File: src/rtl/audio_flt_cfg_seq.sv
// ---------------------------------------------------------------------------
// audio_flt_cfg_seq
// Configuration sequencer for the audio output filter. The host fills a
// shadow bank of filter-rate / IIR coefficient words; a commit pulse ramps
// the output gain to zero, copies shadow to active in a single clock, waits
// for the filter to settle and ramps the gain back to unity.
//
// Ports
//   clk        system clock
//   reset      asynchronous, active-high
//   audio_clk  one-cycle sample strobe (clk domain); paces ramps and settle
//   cfg_we     shadow write enable
//   cfg_addr   shadow word address (0..13 mapped, 14/15 ignored)
//   cfg_data   shadow write data (upper byte dropped on narrow fields)
//   commit     one-cycle request to apply the shadow bank
//   flt_rate   active filter rate
//   cx         active input gain
//   cx0..cx2   active feed-forward coefficients
//   cy0..cy2   active feedback coefficients
//   gain       output gain, 255 = unity
//   busy       high whenever the sequencer is not idle
//
// state   | meaning
// --------+-------------------------------------------------------------
// IDLE    | gain static, waiting for commit
// RAMP_DN | gain stepping down on audio_clk until it reaches 0
// LOAD    | one clock: active <= shadow, settle counter cleared
// SETTLE  | gain held at 0 for SETTLE_SAMPLES strobes
// RAMP_UP | gain stepping up on audio_clk until it saturates at 255
// ---------------------------------------------------------------------------
module audio_flt_cfg_seq #(
   parameter int RAMP_STEP      = 1,
   parameter int SETTLE_SAMPLES = 480
) (
   input  logic        clk,
   input  logic        reset,
   input  logic        audio_clk,
   input  logic        cfg_we,
   input  logic [3:0]  cfg_addr,
   input  logic [15:0] cfg_data,
   input  logic        commit,
   output logic [31:0] flt_rate,
   output logic [39:0] cx,
   output logic [7:0]  cx0,
   output logic [7:0]  cx1,
   output logic [7:0]  cx2,
   output logic [23:0] cy0,
   output logic [23:0] cy1,
   output logic [23:0] cy2,
   output logic [7:0]  gain,
   output logic        busy
);

   localparam logic [2:0] IDLE    = 3'd0;
   localparam logic [2:0] RAMP_DN = 3'd1;
   localparam logic [2:0] LOAD    = 3'd2;
   localparam logic [2:0] SETTLE  = 3'd3;
   localparam logic [2:0] RAMP_UP = 3'd4;

   localparam logic [7:0]  STEP8     = 8'(RAMP_STEP);
   localparam logic [15:0] SETTLE_TC = 16'(SETTLE_SAMPLES);

   logic [2:0]  state;
   logic [15:0] settle_cnt;
   logic        pending;

   logic [31:0] sh_rate;
   logic [39:0] sh_cx;
   logic [7:0]  sh_cx0, sh_cx1, sh_cx2;
   logic [23:0] sh_cy0, sh_cy1, sh_cy2;

   logic [7:0]  gain_dn;
   logic [8:0]  gain_sum;
   logic [7:0]  gain_up;
   logic        abort;

   // ---------------------------------------------------------------------
   // Shadow bank: written in any state. A write in the LOAD cycle lands
   // here only, because the active copy samples the pre-edge shadow value.
   // ---------------------------------------------------------------------
   always_ff @(posedge clk or posedge reset) begin
      if (reset) begin
         sh_rate <= '0;
         sh_cx   <= '0;
         sh_cx0  <= '0;
         sh_cx1  <= '0;
         sh_cx2  <= '0;
         sh_cy0  <= '0;
         sh_cy1  <= '0;
         sh_cy2  <= '0;
      end else if (cfg_we) begin
         case (cfg_addr)
            4'd0:  sh_rate[15:0]  <= cfg_data;
            4'd1:  sh_rate[31:16] <= cfg_data;
            4'd2:  sh_cx[15:0]    <= cfg_data;
            4'd3:  sh_cx[31:16]   <= cfg_data;
            4'd4:  sh_cx[39:32]   <= cfg_data[7:0];
            4'd5:  sh_cx0         <= cfg_data[7:0];
            4'd6:  sh_cx1         <= cfg_data[7:0];
            4'd7:  sh_cx2         <= cfg_data[7:0];
            4'd8:  sh_cy0[15:0]   <= cfg_data;
            4'd9:  sh_cy0[23:16]  <= cfg_data[7:0];
            4'd10: sh_cy1[15:0]   <= cfg_data;
            4'd11: sh_cy1[23:16]  <= cfg_data[7:0];
            4'd12: sh_cy2[15:0]   <= cfg_data;
            4'd13: sh_cy2[23:16]  <= cfg_data[7:0];
            default: ;
         endcase
      end
   end

   // Ramp arithmetic: down clamps at 0, up is formed 9-bit and saturated.
   assign gain_dn  = (gain > STEP8) ? (gain - STEP8) : 8'd0;
   assign gain_sum = {1'b0, gain} + {1'b0, STEP8};
   assign gain_up  = gain_sum[8] ? 8'hFF : gain_sum[7:0];

   // A commit arriving together with a latched one still gives a single
   // return to RAMP_DN; both are consumed by the same transition.
   assign abort = pending | commit;

   always_ff @(posedge clk or posedge reset) begin
      if (reset) begin
         state      <= IDLE;
         gain       <= '0;
         settle_cnt <= '0;
         pending    <= 1'b0;
         flt_rate   <= '0;
         cx         <= '0;
         cx0        <= '0;
         cx1        <= '0;
         cx2        <= '0;
         cy0        <= '0;
         cy1        <= '0;
         cy2        <= '0;
      end else begin
         case (state)
            IDLE: begin
               if (commit) state <= RAMP_DN;
            end
            RAMP_DN: begin
               if (gain == 8'd0)   state <= LOAD;
               else if (audio_clk) gain  <= gain_dn;
            end
            LOAD: begin
               flt_rate   <= sh_rate;
               cx         <= sh_cx;
               cx0        <= sh_cx0;
               cx1        <= sh_cx1;
               cx2        <= sh_cx2;
               cy0        <= sh_cy0;
               cy1        <= sh_cy1;
               cy2        <= sh_cy2;
               settle_cnt <= '0;
               if (commit) pending <= 1'b1;
               state      <= SETTLE;
            end
            SETTLE: begin
               if (abort) begin
                  state   <= RAMP_DN;
                  pending <= 1'b0;
               end else if (settle_cnt == SETTLE_TC) begin
                  state <= RAMP_UP;
               end else if (audio_clk) begin
                  settle_cnt <= settle_cnt + 16'd1;
               end
            end
            RAMP_UP: begin
               if (abort) begin
                  state   <= RAMP_DN;
                  pending <= 1'b0;
               end else if (gain == 8'hFF) begin
                  state <= IDLE;
               end else if (audio_clk) begin
                  gain <= gain_up;
               end
            end
            default: state <= IDLE;
         endcase
      end
   end

   assign busy = (state != IDLE);

endmodule
File: config.mk
export PLATFORM = sky130hd
export DESIGN_NAME = audio_flt_cfg_seq
export DESIGN_NICKNAME = d
export VERILOG_FILES = /design/src/rtl/audio_flt_cfg_seq.sv
export SDC_FILE = /design/constraint.sdc
export NUM_CORES = 1
export LEC_CHECK = 0
export CORE_MARGIN = 3
export CORE_UTILIZATION = 30
export DETAILED_ROUTE_END_ITERATION = 12
export PLACE_DENSITY = 0.48
export SETUP_SLACK_MARGIN = 0.02
export SLEW_MARGIN = 10
export SYNTH_ARGS = -nofsm -noshare
export SYNTH_HDL_FRONTEND = slang
export SYNTH_SLANG_ARGS = --single-unit
export TNS_END_PERCENT = 10
File: constraint.sdc
create_clock -name clk -period 38.7 [get_ports clk]
set_clock_uncertainty 0.05 [all_clocks]
set_input_delay 7.74 -clock clk [delete_from_list [all_inputs] [get_ports clk]]
set_output_delay 7.74 -clock clk [all_outputs]
set_load 0.02 [all_outputs]
==> results list, run 1 <==
- The critical path goes through or3_1 -> clkdlybuf4s50_1.
- In this run the top signal layer used is met4.
* Deepest level of the CTS H-tree: 2
- Max Transition Viols Final: 0
* Reg-to-reg setup timing slack: 35.73 ns
- Post-layout instance count excluding filler cells: 1785
- When the netlist entered floorplanning its net count stood at 976.
- The worst setup path is captured at an output port.
- Summed over all nets, the switching power comes to 0.0004719 W.
- Power spread over the standard cell area amounts to 80.96 nW/µm².
* Count of boundary I/O pins: approximately 200
- Initial antenna violation count: 0
- The core region is between 40000 and 50000 µm².
- In this run, the number of DRC markers left after iteration 0 of detailed routing was 447.
* Reg-to-reg critical path endpoint: cx[25]
- Fraction of synthesis flops using an asynchronous set or reset pin: 100.0%
- In this run the core area contains 79 standard-cell rows.
- For this run, the number of Yosys warnings is 0.
- After clock tree synthesis, the repair step resized 0 gates.
- The internal power of the cells totals just over 0.001 W.
* Total of endpoints with negative setup slack in the final report: 0
- Number of cells in the design after placement: 1712
- Number of buffers created by CTS: 43
* Type of the worst setup path: reg2out
- Cell area after technology mapping: 14300 µm²
* Clock insertion delay at the later pin of the skew report: 0.55 ns
- Number of global-route vias before repair: 8907
- The most used flip-flop cell after synthesis is sky130_fd_sc_hd__dfrtp_1.
- Entering global routing, the biggest net connects 170 pins.
- Net switching share of the total power: between 30% and 40%
- Timing would allow up to 101.6 MHz.
- In this run, synthesis inferred 0 flip-flops with an integrated enable.
- After detailed routing, the wire length on met1 is between 15 and 20 mm.
- Once the clock tree was built, the setup fixing pass inserted 0 buffers.
- Summed over all nets, wire length on met3 after detailed routing comes to 2.731 mm.
- Grt ovf: 0
- Capture endpoint of the worst hold path: flt_rate[6]
- Worst Setup Start Kind: flop
- Smallest setup slack after layout: 28.86 ns
- The clock network burns 25.8% of the power.
* Sequential cell area fraction in the yosys report: 63.70%
- Post-synthesis share of cell area spent on full adders, half adders and majority gates: less than 1%
* Cells on Worst Hold Path: 1
- Mapped Avg Cell Area: 15.13 µm²
* Wire length reported by the detailed router: 36.37 mm
- Via count of the routed design: 8383
* Weighted congestion at the end of routability-driven global placement: 0.7697
* Post-route worst hold slack: 0.4460 ns
* Clock Tree Buf Depth: 3
- Detailed-router iteration count before antenna repair: 4
* Critical Path Fanout Max: 14
- The synthesized netlist devotes 4.716% of its cell area to simple gates.
* CTS tree: built
* PortBufs: approximately 200
- WP buf/inv: 1
- The min-delay analysis places its worst path in the category reg2reg.
- Post-Synthesis Cells: 945
* Clock sink count: around 360
- Family with the most delay on the worst path: buffers and inverters
- Max-cap violations in this run came to 0.
- Distinct cells, synth: 47
- The area growth from synthesis to layout is 27.90%.
- IR drop worst, VDD: 0.04653 mV
- Initial standard-cell utilization of the core: 30.52%
- Clock-pin slew was measured on the worst setup and hold paths at 0.06 ns.
* Final worst-path cycle share: roughly 25%
- Summed over all failing endpoints, the final setup total negative slack is 0 ns.
* Synth Area in Compound Gates: 2.039%
* Worst slew pin tran: 1.161 ns
- Max-Slew Margin vs Limit: 22.30%
* Combinational family with the most area after synthesis: multiplexers
* Sequential cell fraction of total power: 40.1%
* Required time of the critical path: 30.91 ns
* Number of nets in the layout: 1181
* Most frequent standard cell in the layout excluding fill and tap cells: sky130_fd_sc_hd__dfrtp_1
* Min cycle time layout: 9.842 ns
* Worst r2r src: state[1]
- For the worst setup path, the data arrival time is 2.05 ns.
* Root Buffer: sky130_fd_sc_hd__clkbuf_16
- Summed over all nets, the half-perimeter wirelength after detailed placement is 23.15 mm.
- Overall power of the completed layout: 0.001481 W
* RSZ-0062 raised after global routing: no
- Outcome: completed
- Horiz. Die Dim: between 200 and 250 µm
* DRC Markers: 0
- The post-route netlist has 35.48% of its cells at a drive strength greater than 1.
- Worst stage delay on the critical path: 0.55 ns
- In this run the static leakage power is 7.796 nW.
- The count of nets left with antenna violations once routing finished came out at 0.
* Inserted Diodes: 0
- Worst Reg-to-Reg Cells: 5
* Hold Fails Final Rpt: 0
- Combinational power share: between 30% and 40%
* Combined global-route utilization of all metal layers: 14.53%
- The die covers 50320 µm².
- After synthesis the netlist holds a flip-flop and latch count of 364.
* Commonest non-fill, non-tap cells in the layout: 364 x sky130_fd_sc_hd__dfrtp_1, 337 x sky130_fd_sc_hd__mux2_2, 201 x sky130_fd_sc_hd__clkdlybuf4s50_1
* Xor/xnor cell area share of the yosys netlist: 0.7962%
- Mux contribution to synthesized area: 26.61%
- From bottom edge to top edge, the die measures 224.3 µm.
- Global-route wire length before repair: about 56 mm
- Met2 layer wire length in the routed design: 16.82 mm
* Post-Place Worst Slack: between 20 and 30 ns
- In the final routed layout, each cell accounts on average for 20.37 µm.
- The slowest stage of the critical path is the sky130_fd_sc_hd__clkdlybuf4s50_1 cell.
- In this run the most critical hold path is launched from sh_rate[6].
- Number of buffers inserted for hold repair after clock tree synthesis: 0
- Using the TritonRoute via totals, the vias-per-cell ratio works out to 4.696.
worst register-to-register path, delay by kind of cell, from the launching register on:
family	cells	cell delay [ns]
multiplexers	1	0.49
buffers and inverters	2	1.42
AND/OR/NAND/NOR	2	0.32
flip-flops	1	0.57
worst max path at each step:
| stage | cells past startpoint | endpoint | slack (ns) | from |
|---|---|---|---|---|
| 3_3_place_gp | 4 | sh_cx[22] | 28.53 | cfg_we |
| 3_5_place_dp | 4 | sh_cx[21] | 28.53 | cfg_we |
| 4_1_cts | 2 | busy | 28.81 | state[1] |
| 6_report | 2 | busy | 28.86 | state[1] |
| 5_1_grt | 2 | busy | 28.77 | state[1] |
| 2_1_floorplan | 1 | cx0[0] | 20.81 | reset |
metal layers:
metal  up-vias  track usage, %
met1      4372           19.23
li1       3787               -
met3        41           4.933
met4         0           4.060
met2       183           22.86
met5         -               0
cells by family (layout without fill, tap and decap cells):
kind of cell,count (synthesis),in the layout
AOI/OAI and AO/OA,47,47
xor gates and xnor gates,13,13
adders and majority gates,6,6
buffers and inverters,56,289
DFF,364,364
muxes,338,338
and+or+nand+nor,121,121
power groups by stage:
stage               combinational (W)  clock (W)  sequential [W]
floorplan                    0.000187          0        0.000678
global placement             0.000508          0        0.000600
detailed placement           0.000511          0        0.000604
CTS                          0.000513   0.000400        0.000598
global route                 0.000540   0.000414        0.000614
finish                       0.000504   0.000382        0.000594
cell usage after synthesis, types with 2 or more instances:
cell type | number | area share [%]
sky130_fd_sc_hd__or4_4 | 2 | 0.16
sky130_fd_sc_hd__nand2b_1 | 7 | 0.31
sky130_fd_sc_hd__xnor2_1 | 8 | 0.49
sky130_fd_sc_hd__nor2b_1 | 3 | 0.13
sky130_fd_sc_hd__xor2_1 | 5 | 0.31
sky130_fd_sc_hd__nor2_1 | 26 | 0.68
sky130_fd_sc_hd__clkbuf_1 | 42 | 1.1
sky130_fd_sc_hd__nand3_1 | 12 | 0.42
sky130_fd_sc_hd__o31ai_1 | 3 | 0.16
sky130_fd_sc_hd__nor4_1 | 7 | 0.31
sky130_fd_sc_hd__and3_1 | 7 | 0.31
sky130_fd_sc_hd__nor3b_1 | 4 | 0.21
sky130_fd_sc_hd__or3_1 | 6 | 0.26
sky130_fd_sc_hd__ha_1 | 6 | 0.52
sky130_fd_sc_hd__a31oi_1 | 5 | 0.22
sky130_fd_sc_hd__and4_1 | 3 | 0.18
sky130_fd_sc_hd__mux2_2 | 337 | 27
sky130_fd_sc_hd__or2_2 | 3 | 0.13
sky130_fd_sc_hd__nand4_1 | 7 | 0.31
sky130_fd_sc_hd__a21oi_1 | 10 | 0.35
sky130_fd_sc_hd__buf_2 | 2 | 0.070
sky130_fd_sc_hd__dfrtp_1 | 364 | 64
sky130_fd_sc_hd__nand3b_1 | 2 | 0.10
sky130_fd_sc_hd__a22o_1 | 3 | 0.18
sky130_fd_sc_hd__nand2_1 | 17 | 0.45
sky130_fd_sc_hd__o21ai_0 | 18 | 0.63
sky130_fd_sc_hd__buf_6 | 2 | 0.16
sky130_fd_sc_hd__inv_1 | 8 | 0.21
sky130_fd_sc_hd__nor3_1 | 8 | 0.28
flip-flops by register name, indices dropped and copies added (netlist names), 8 cells and up:
name,count
cx2,8
sh_cy2,24
sh_cx2,8
sh_cy0,24
cy2,24
flt_rate,32
cy0,24
cx0,8
sh_cx0,8
sh_rate,32
settle_cnt,16
sh_cx1,8
sh_cy1,24
sh_cx,40
gain,8
cx1,8
cx,40
cy1,24
cell type report:
| class | count | area (µm²) |
|---|---|---|
| clock buffers | 67 | 1266 |
| well taps | 607 | 759.5 |
| fillers | 4442 | 28560 |
| flip-flops and latches | 364 | 9109 |
| multi-input cells | 525 | 4977 |
| inverters | 8 | 37.54 |
| repair buffers | 208 | 2077 |
| clock inverters | 6 | 63.81 |
per-stage QoR:
stage / utilization, % / instance area, µm²
final: 39.04 / 18290
after global routing: 39.04 / 18290
after CTS: 39.04 / 18290
after detailed placement: 36.20 / 16960
after global placement: 36.20 / 16960
after floorplan: - / 14300
Power figures use the tool's default switching activity.
==> inputs of run 2 (changes only) <==
==> constraint.sdc (replaced) <==
create_clock -name clk -period 10.05 [get_ports clk]
set_clock_uncertainty 0.05 [all_clocks]
set_input_delay 2.01 -clock clk [delete_from_list [all_inputs] [get_ports clk]]
set_output_delay 2.01 -clock clk [all_outputs]
set_load 0.02 [all_outputs]
==> run 2 against run 1 <==
Net effect:
- clock power grew to 4.0 times the previous value
- die area stayed put
- final cell count is 0.22% higher
- critical path type unchanged
- combinational power grew to 3.8 times the previous value
- core utilization is 0.19 points higher
- setup slack worse by 23 ns
- critical path depth stayed put
- highest routed layer unchanged
- sequential share of layout area is 0.24 points lower
- total power grew to 3.9 times the previous value
- routed wire length is 0.57% lower
==> results list, run 2 (synthesis results as in run 1) <==
- Type of the worst setup path: reg2out
- The final setup TNS was 0 ns (unchanged).
- The sequential standard cell area came to 9109 µm² (unchanged).
- The die height is 224.3 µm (unchanged).
* Inserted Diodes: 0 (unchanged)
- Total of endpoints with negative setup slack in the final report: 0 (unchanged)
- The tightest slew margin relative to the limit came to 30.78% (+8.5 points).
- The number of cells in the finished layout apart from fillers is 1789 (+0.22%).
- The number of global-route vias before repair is 8921 (+0.16%).
- Detailed-router iteration count before antenna repair: 4 (unchanged)
- Largest registers: cx (40), sh_cx (40)
- The library cell used most frequently in the layout, excluding fill and tap cells, is sky130_fd_sc_hd__dfrtp_1.
- Wire length reported by the detailed router: 36.16 mm (-0.57%)
- For this run, the top clock speed supported by timing is 242.4 MHz.
- The total non-filler cell area in the finished layout came to 18380 µm² (+0.49%).
- STA classifies the critical path endpoint as an output port.
* Required time of the critical path: 7.99 ns (-22.92 ns)
- Number of nets in the layout: 1181 (unchanged)
- The min-delay analysis places its worst path in the category reg2reg.
- The I/O pin count is 202 (unchanged).
- The number of port buffers came to 201 (unchanged).
* Resized cells post-CTS: 0 (unchanged)
* Commonest non-fill, non-tap cells in the layout: 364 x sky130_fd_sc_hd__dfrtp_1, 337 x sky130_fd_sc_hd__mux2_2, 201 x sky130_fd_sc_hd__clkdlybuf4s50_1
* Share of cells above drive strength 1: 36.04% (+0.56 points)
- The placed cell count came to 1713 (+0.058%).
- The weighted congestion at the end of routability-driven global placement was 0.7612 (-1.1%).
* Reg-to-reg setup timing slack: 6.99 ns (-28.74 ns)
* Worst r2r src: state[1]
- The met3 wirelength from detailed routing was 2.570 mm (-5.9%).
- The worst reg2reg path depth was 4 (-1).
- Final worst-path cycle share: about two fifths
- The worst setup path is launched from a flop.
* Data arrival time at the worst-slack endpoint: 2.07 ns (+0.02 ns)
* Detailed router's first-iteration violation count: 477 (+6.7%)
* Antenna Violating Nets Remaining: 0 (unchanged)
- The cell sitting at the root of the clock tree is a sky130_fd_sc_hd__clkbuf_16.
* Final Core Density: 39.23% (+0.19 points)
- The number of buffers created by CTS is 42 (-2.3%).
* Reg-to-reg critical path endpoint: cx[30]
* Clock insertion delay at the later pin of the skew report: 0.55 ns (about the same)
- The count of fill cells added during filler insertion was 4463 (+0.47%).
* Leakage power: 7.850 nW (+0.69%)
* Placed inst area: 16990 µm² (+0.17%)
- Routed length on met1: 15.85 mm (-1.9%)
- Clock input transition at the sequential cells of the worst setup and hold paths: 0.06 ns (about the same)
- In this run the worst setup path begins at state[0].
- The number of H-tree levels was 2 (unchanged).
- The overall via count from detail_route came to 8518 (+1.6%).
- DR vias/cell: 4.761 (+1.4%)
* Smallest setup slack after layout: 5.924 ns (-22.93 ns)
- The per-cell routed wire length is 20.21 µm (-0.79%).
* Std-Cell Rows: 79 (unchanged)
* Die outline area: 50320 µm² (unchanged)
- Post-CTS setup repair buffer count: 0 (unchanged)
- Post-Place Worst Slack: 5.548 ns (-22.98 ns)
- The power density over cell area came to 313.4 nW/µm² (+290%).
- Grt ovf: 0 (unchanged)
- Setup repair after global routing left no endpoint under its margin.
- Min cycle time layout: 4.126 ns
- The quantity of hold-fixing buffers added after cts came to 0 (unchanged).
- Area added between synthesis and finish: 28.53%
- Clock sink count: 364 (unchanged)
- HPWL reported at the end of detailed placement: 22.96 mm (-0.84%)
- Outcome: completed
* Combined global-route utilization of all metal layers: 14.47% (-0.054 points)
- Clock Tree Buf Depth: 3 (unchanged)
- DRC Markers: 0 (unchanged)
* Highest metal used: met4
- Max Transition Viols Final: 0 (unchanged)
- Max cap viols: 0 (unchanged)
- The final number of hold-violating endpoints came to 0 (unchanged).
- IR drop worst, VDD: 0.1326 mV (+180%)
- Met2 layer wire length in the routed design: 17.08 mm (+1.5%)
* Horiz. Die Dim: 224.3 µm (unchanged)
- TritonCTS built the clock tree.
- The slew at the pin closest to its max-slew limit came to 1.035 ns (-0.1261 ns).
* Initial antenna violation count: 0 (unchanged)
- Global-route wire length before repair: 55.77 mm (-0.25%)
* Core Region: 46850 µm² (unchanged)
- The effective utilization at floorplan came to 30.52% (unchanged).
* Maximum number of pins on one net before global-route repair: 154 (-9.4%)
- The critical path ends at busy.
- The biggest fanout along the worst timing path is 13 (-1).
* Footprint of the multi-input gates: 4977 µm² (unchanged)
## run 2: worst min path at each step
stage                     from           to  slack (ns)  cells after the start
floorplan            sh_cx[10]    sh_cx[10]        0.42                      1
global placement     sh_cx[34]       cx[34]        0.43                      1
detailed placement  sh_cy2[18]      cy2[18]        0.44                      1
CTS                 sh_rate[3]  flt_rate[3]        0.44                      1
global route        sh_cy1[16]      cy1[16]        0.46                      1
finish              sh_cy2[18]      cy2[18]        0.44                      1
## run 2: layout make-up
cell class,instances,share of cell area (%)
Sequential cell,364,49.56
Multi-Input combinational cell,525,27.08
Timing Repair Buffer,209,11.48
Clock buffer,65,6.957
Tap cell,607,4.132
Clock inverter,11,0.6127
Inverter,8,0.1838
## run 2: metal layers
layer | up-vias | GRT usage (%)
met3 | 54 | 4.894
met4 | 0 | 3.363
met5 | - | 0
met1 | 4482 | 19.07
met2 | 191 | 23.21
li1 | 3791 | -
## run 2: worst max-delay path, stage by stage, from the launching register on
cell	delay, ns
sky130_fd_sc_hd__dfrtp_1	0.55
sky130_fd_sc_hd__or3_1	0.42
sky130_fd_sc_hd__clkdlybuf4s50_1	0.54
## run 2: power breakdown
part | switching, W | internal [W]
clock network | 0.000600 | 0.000926
logic | 0.000907 | 0.00104
registers | 0.000327 | 0.00196
total | 0.00183 | 0.00393
## run 2: per-stage QoR
stage	hold slack, ns	total power (W)
floorplan	0.4237	0.003333
global placement	0.4317	0.004268
detailed placement	0.4358	0.004296
CTS	0.4384	0.005865
global route	0.4555	0.006081
finish	0.4395	0.005761
==> inputs of run 3 (changes only) <==
==> constraint.sdc (replaced) <==
create_clock -name clk -period 4 [get_ports clk]
set_clock_uncertainty 0.05 [all_clocks]
set_input_delay 0.8 -clock clk [delete_from_list [all_inputs] [get_ports clk]]
set_output_delay 0.8 -clock clk [all_outputs]
set_load 0.02 [all_outputs]
==> run 3 against run 2 <==
Net effect:
- combinational power increased to 2.5 times the previous value
- worst hold slack gained 0.0074 ns
- first-iteration DRC count down 19%
- core utilization up 0.19 points
- register-to-register slack got worse by 5.4 ns
- global-route usage up 0.40 points
- critical path depth is the same
- via count fell by 0.67%
- setup slack got worse by 4.8 ns
- sequential cell count stayed put
- highest routed layer unchanged
- largest power group unchanged
==> results list, run 3 (synthesis results as in run 1) <==
* Outcome: completed
- The critical path data arrival time is 2.03 ns (-0.04 ns).
- Max-Slew Margin vs Limit: 28.57% (-2.2 points)
* Sequential cell fraction of total power: 40.0% (+0.2 points)
* Clock network fraction of design power: 25.6% (-0.9 points)
- The final routed wirelength across all metal layers is 36.85 mm (+1.9%).
- Antenna Violating Nets Remaining: 0 (unchanged)
* Critical Path Fanout Max: 13 (unchanged)
* Max cap viols: 0 (unchanged)
- Count of filler cells inserted in the layout: 4448 (-0.34%)
- PortBufs: 201 (unchanged)
- Die outline area: 50320 µm² (unchanged)
- The later-pin clock latency in the skew report was 0.55 ns (about the same).
- The total inserted antenna cells was 0 (unchanged).
* Clock Tree Buf Depth: 3 (unchanged)
- The endpoint required time on the critical path came to 3.15 ns (-4.84 ns).
- Weighted congestion at the end of routability-driven global placement: 0.8004 (+5.1%)
* Detailed router's first-iteration violation count: 387 (-19%)
- Combined global-route utilization of all metal layers: 14.87% (+0.40 points)
* Number of nets in the layout: 1202 (+1.8%)
* Post-CTS setup repair buffer count: 0 (unchanged)
- Final worst-path cycle share: 71.94%
- The I/O pin count came to 202 (unchanged).
* IR drop worst, VDD: 0.3134 mV (+140%)
* Most frequent standard cell in the layout excluding fill and tap cells: sky130_fd_sc_hd__dfrtp_1
- Global-route wire length before repair: 57.19 mm (+2.5%)
- Power per standard cell area: 773.9 nW/µm² (+150%)
* Leakage power: 7.906 nW (+0.72%)
* Combinational power share: 34.4% (+0.7 points)
- Setup crit end kind: output port
* Number of buffers inserted for hold repair after clock tree synthesis: 0 (unchanged)
* Horiz. Die Dim: 224.3 µm (unchanged)
- Core Region: 46850 µm² (unchanged)
- Hold Fails Final Rpt: 0 (unchanged)
- The overall via count from detail_route was 8461 (-0.67%).
* Smallest setup slack after layout: 1.122 ns (-4.802 ns)
- Maximum number of pins on one net before global-route repair: 102 (-34%)
* Footprint of the multi-input gates: 4977 µm² (unchanged)
- The HPWL reported at the end of detailed placement is 23.74 mm (+3.4%).
* Worst slew pin tran: 1.068 ns (+0.03299 ns)
* Number of buffers created by CTS: 42 (unchanged)
- Placed inst area: 17170 µm² (+1.1%)
- Class of the tightest hold or removal check: reg2reg
- The power spent charging and discharging nets came to 0.004553 W (+150%).
- Post-route worst hold slack: 0.4469 ns (+0.007411 ns)
- Area added between synthesis and finish: 29.15%
* Type of the worst setup path: reg2out
- TritonCTS built the clock tree.
- Setup repair after global routing left no endpoint under its margin.
- The die height is 224.3 µm (unchanged).
* Setup tns final: 0 ns (unchanged)
- DRC Markers: 0 (unchanged)
- The number of vias per cell after detailed routing is 4.690 (-1.5%).
- Largest registers: cx (40), sh_cx (40)
* Min cycle time layout: 2.878 ns
* Deepest level of the CTS H-tree: 2 (unchanged)
* Initial antenna violation count: 0 (unchanged)
- Total of endpoints with negative setup slack in the final report: 0 (unchanged)
- Commonest non-fill, non-tap cells in the layout: 364 x sky130_fd_sc_hd__dfrtp_1, 337 x sky130_fd_sc_hd__mux2_2, 201 x sky130_fd_sc_hd__clkdlybuf4s50_1
* Resized cells post-CTS: 0 (unchanged)
* Detailed-router iteration count before antenna repair: 4 (unchanged)
- The effective utilization at floorplan is 30.52% (unchanged).
- The number of global-route vias before repair is 9112 (+2.1%).
- Highest achievable clock rate: 347.5 MHz
- The number of sinks handled by clock tree synthesis came to 364 (unchanged).
- The final max-slew violation count came to 0 (unchanged).
* Root Buffer: sky130_fd_sc_hd__clkbuf_16
* Post-Place Worst Slack: 0.9872 ns (-4.560 ns)
- Share of cells above drive strength 1: 36.68% (+0.63 points)
* Worst Setup Start Kind: flop
- The switching power as a share of total power is 31.85% (about the same).
* Post-route cell area: 18470 µm² (+0.48%)
- The internal power summed over all cells was 0.009740 W (+150%).
- Area occupied by registers: 9109 µm² (unchanged)
* Clock input transition at the sequential cells of the worst setup and hold paths: 0.05 ns (about the same)
* Std-Cell Rows: 79 (unchanged)
- Post-detailed-route wirelength per cell: 20.43 µm (+1.1%)
- The overall overflow remaining after global route came to 0 (unchanged).
## run 3: layout make-up
class / count / share of cell area (%)
multi-input cells: 525 / 26.95
well taps: 607 / 4.112
clock buffers: 60 / 6.443
flip-flops and latches: 364 / 49.32
clock inverters: 10 / 0.5759
repair buffers: 230 / 12.41
inverters: 8 / 0.1829
## run 3: final timing paths
| check | from | end | slack (ns) | depth (start not counted) |
|---|---|---|---|---|
| hold / removal | sh_cx[5] | cx[5] | 0.45 | 1 |
| min in group asynchronous | reset | sh_cy2[2] | 0.73 | 2 |
| max in group asynchronous | reset | cx[18] | 2.25 | 3 |
| setup reg to reg | gain[2] | gain[2] | 1.60 | 5 |
| setup / recovery | state[0] | busy | 1.12 | 2 |
| hold reg to reg | sh_cx[5] | cx[5] | 0.45 | 1 |
## run 3: stage by stage
stage | utilization (%) | power [W] | std cells
final | 39.42 | 0.01429 | 1804
after global routing | 39.42 | 0.01514 | 1804
after CTS | 39.42 | 0.01458 | 1804
after detailed placement | 36.65 | 0.01079 | 1734
after global placement | 36.65 | 0.01073 | 1734
after floorplan | - | 0.008373 | 945
## run 3: critical path: stages (launching register included)
cell,delay (ns)
sky130_fd_sc_hd__dfrtp_1,0.54
sky130_fd_sc_hd__or3_1,0.41
sky130_fd_sc_hd__clkdlybuf4s50_1,0.55
## run 3: routing by layer
metal  track usage (%)  wire length, µm  vias to the layer above
met5                 0                0                        -
met4             4.183              714                        0
met3             4.946             2630                       44
met2             23.31            17030                      173
met1             19.82            16480                     4417
li1                  -                -                     3827
## run 3: power groups by stage
stage	combinational (W)	sequential, W	clock [W]
2_1_floorplan	0.00181	0.00656	0
3_3_place_gp	0.00496	0.00578	0
3_5_place_dp	0.00498	0.00580	0
4_1_cts	0.00501	0.00575	0.00382
5_1_grt	0.00529	0.00590	0.00396
6_report	0.00491	0.00572	0.00366
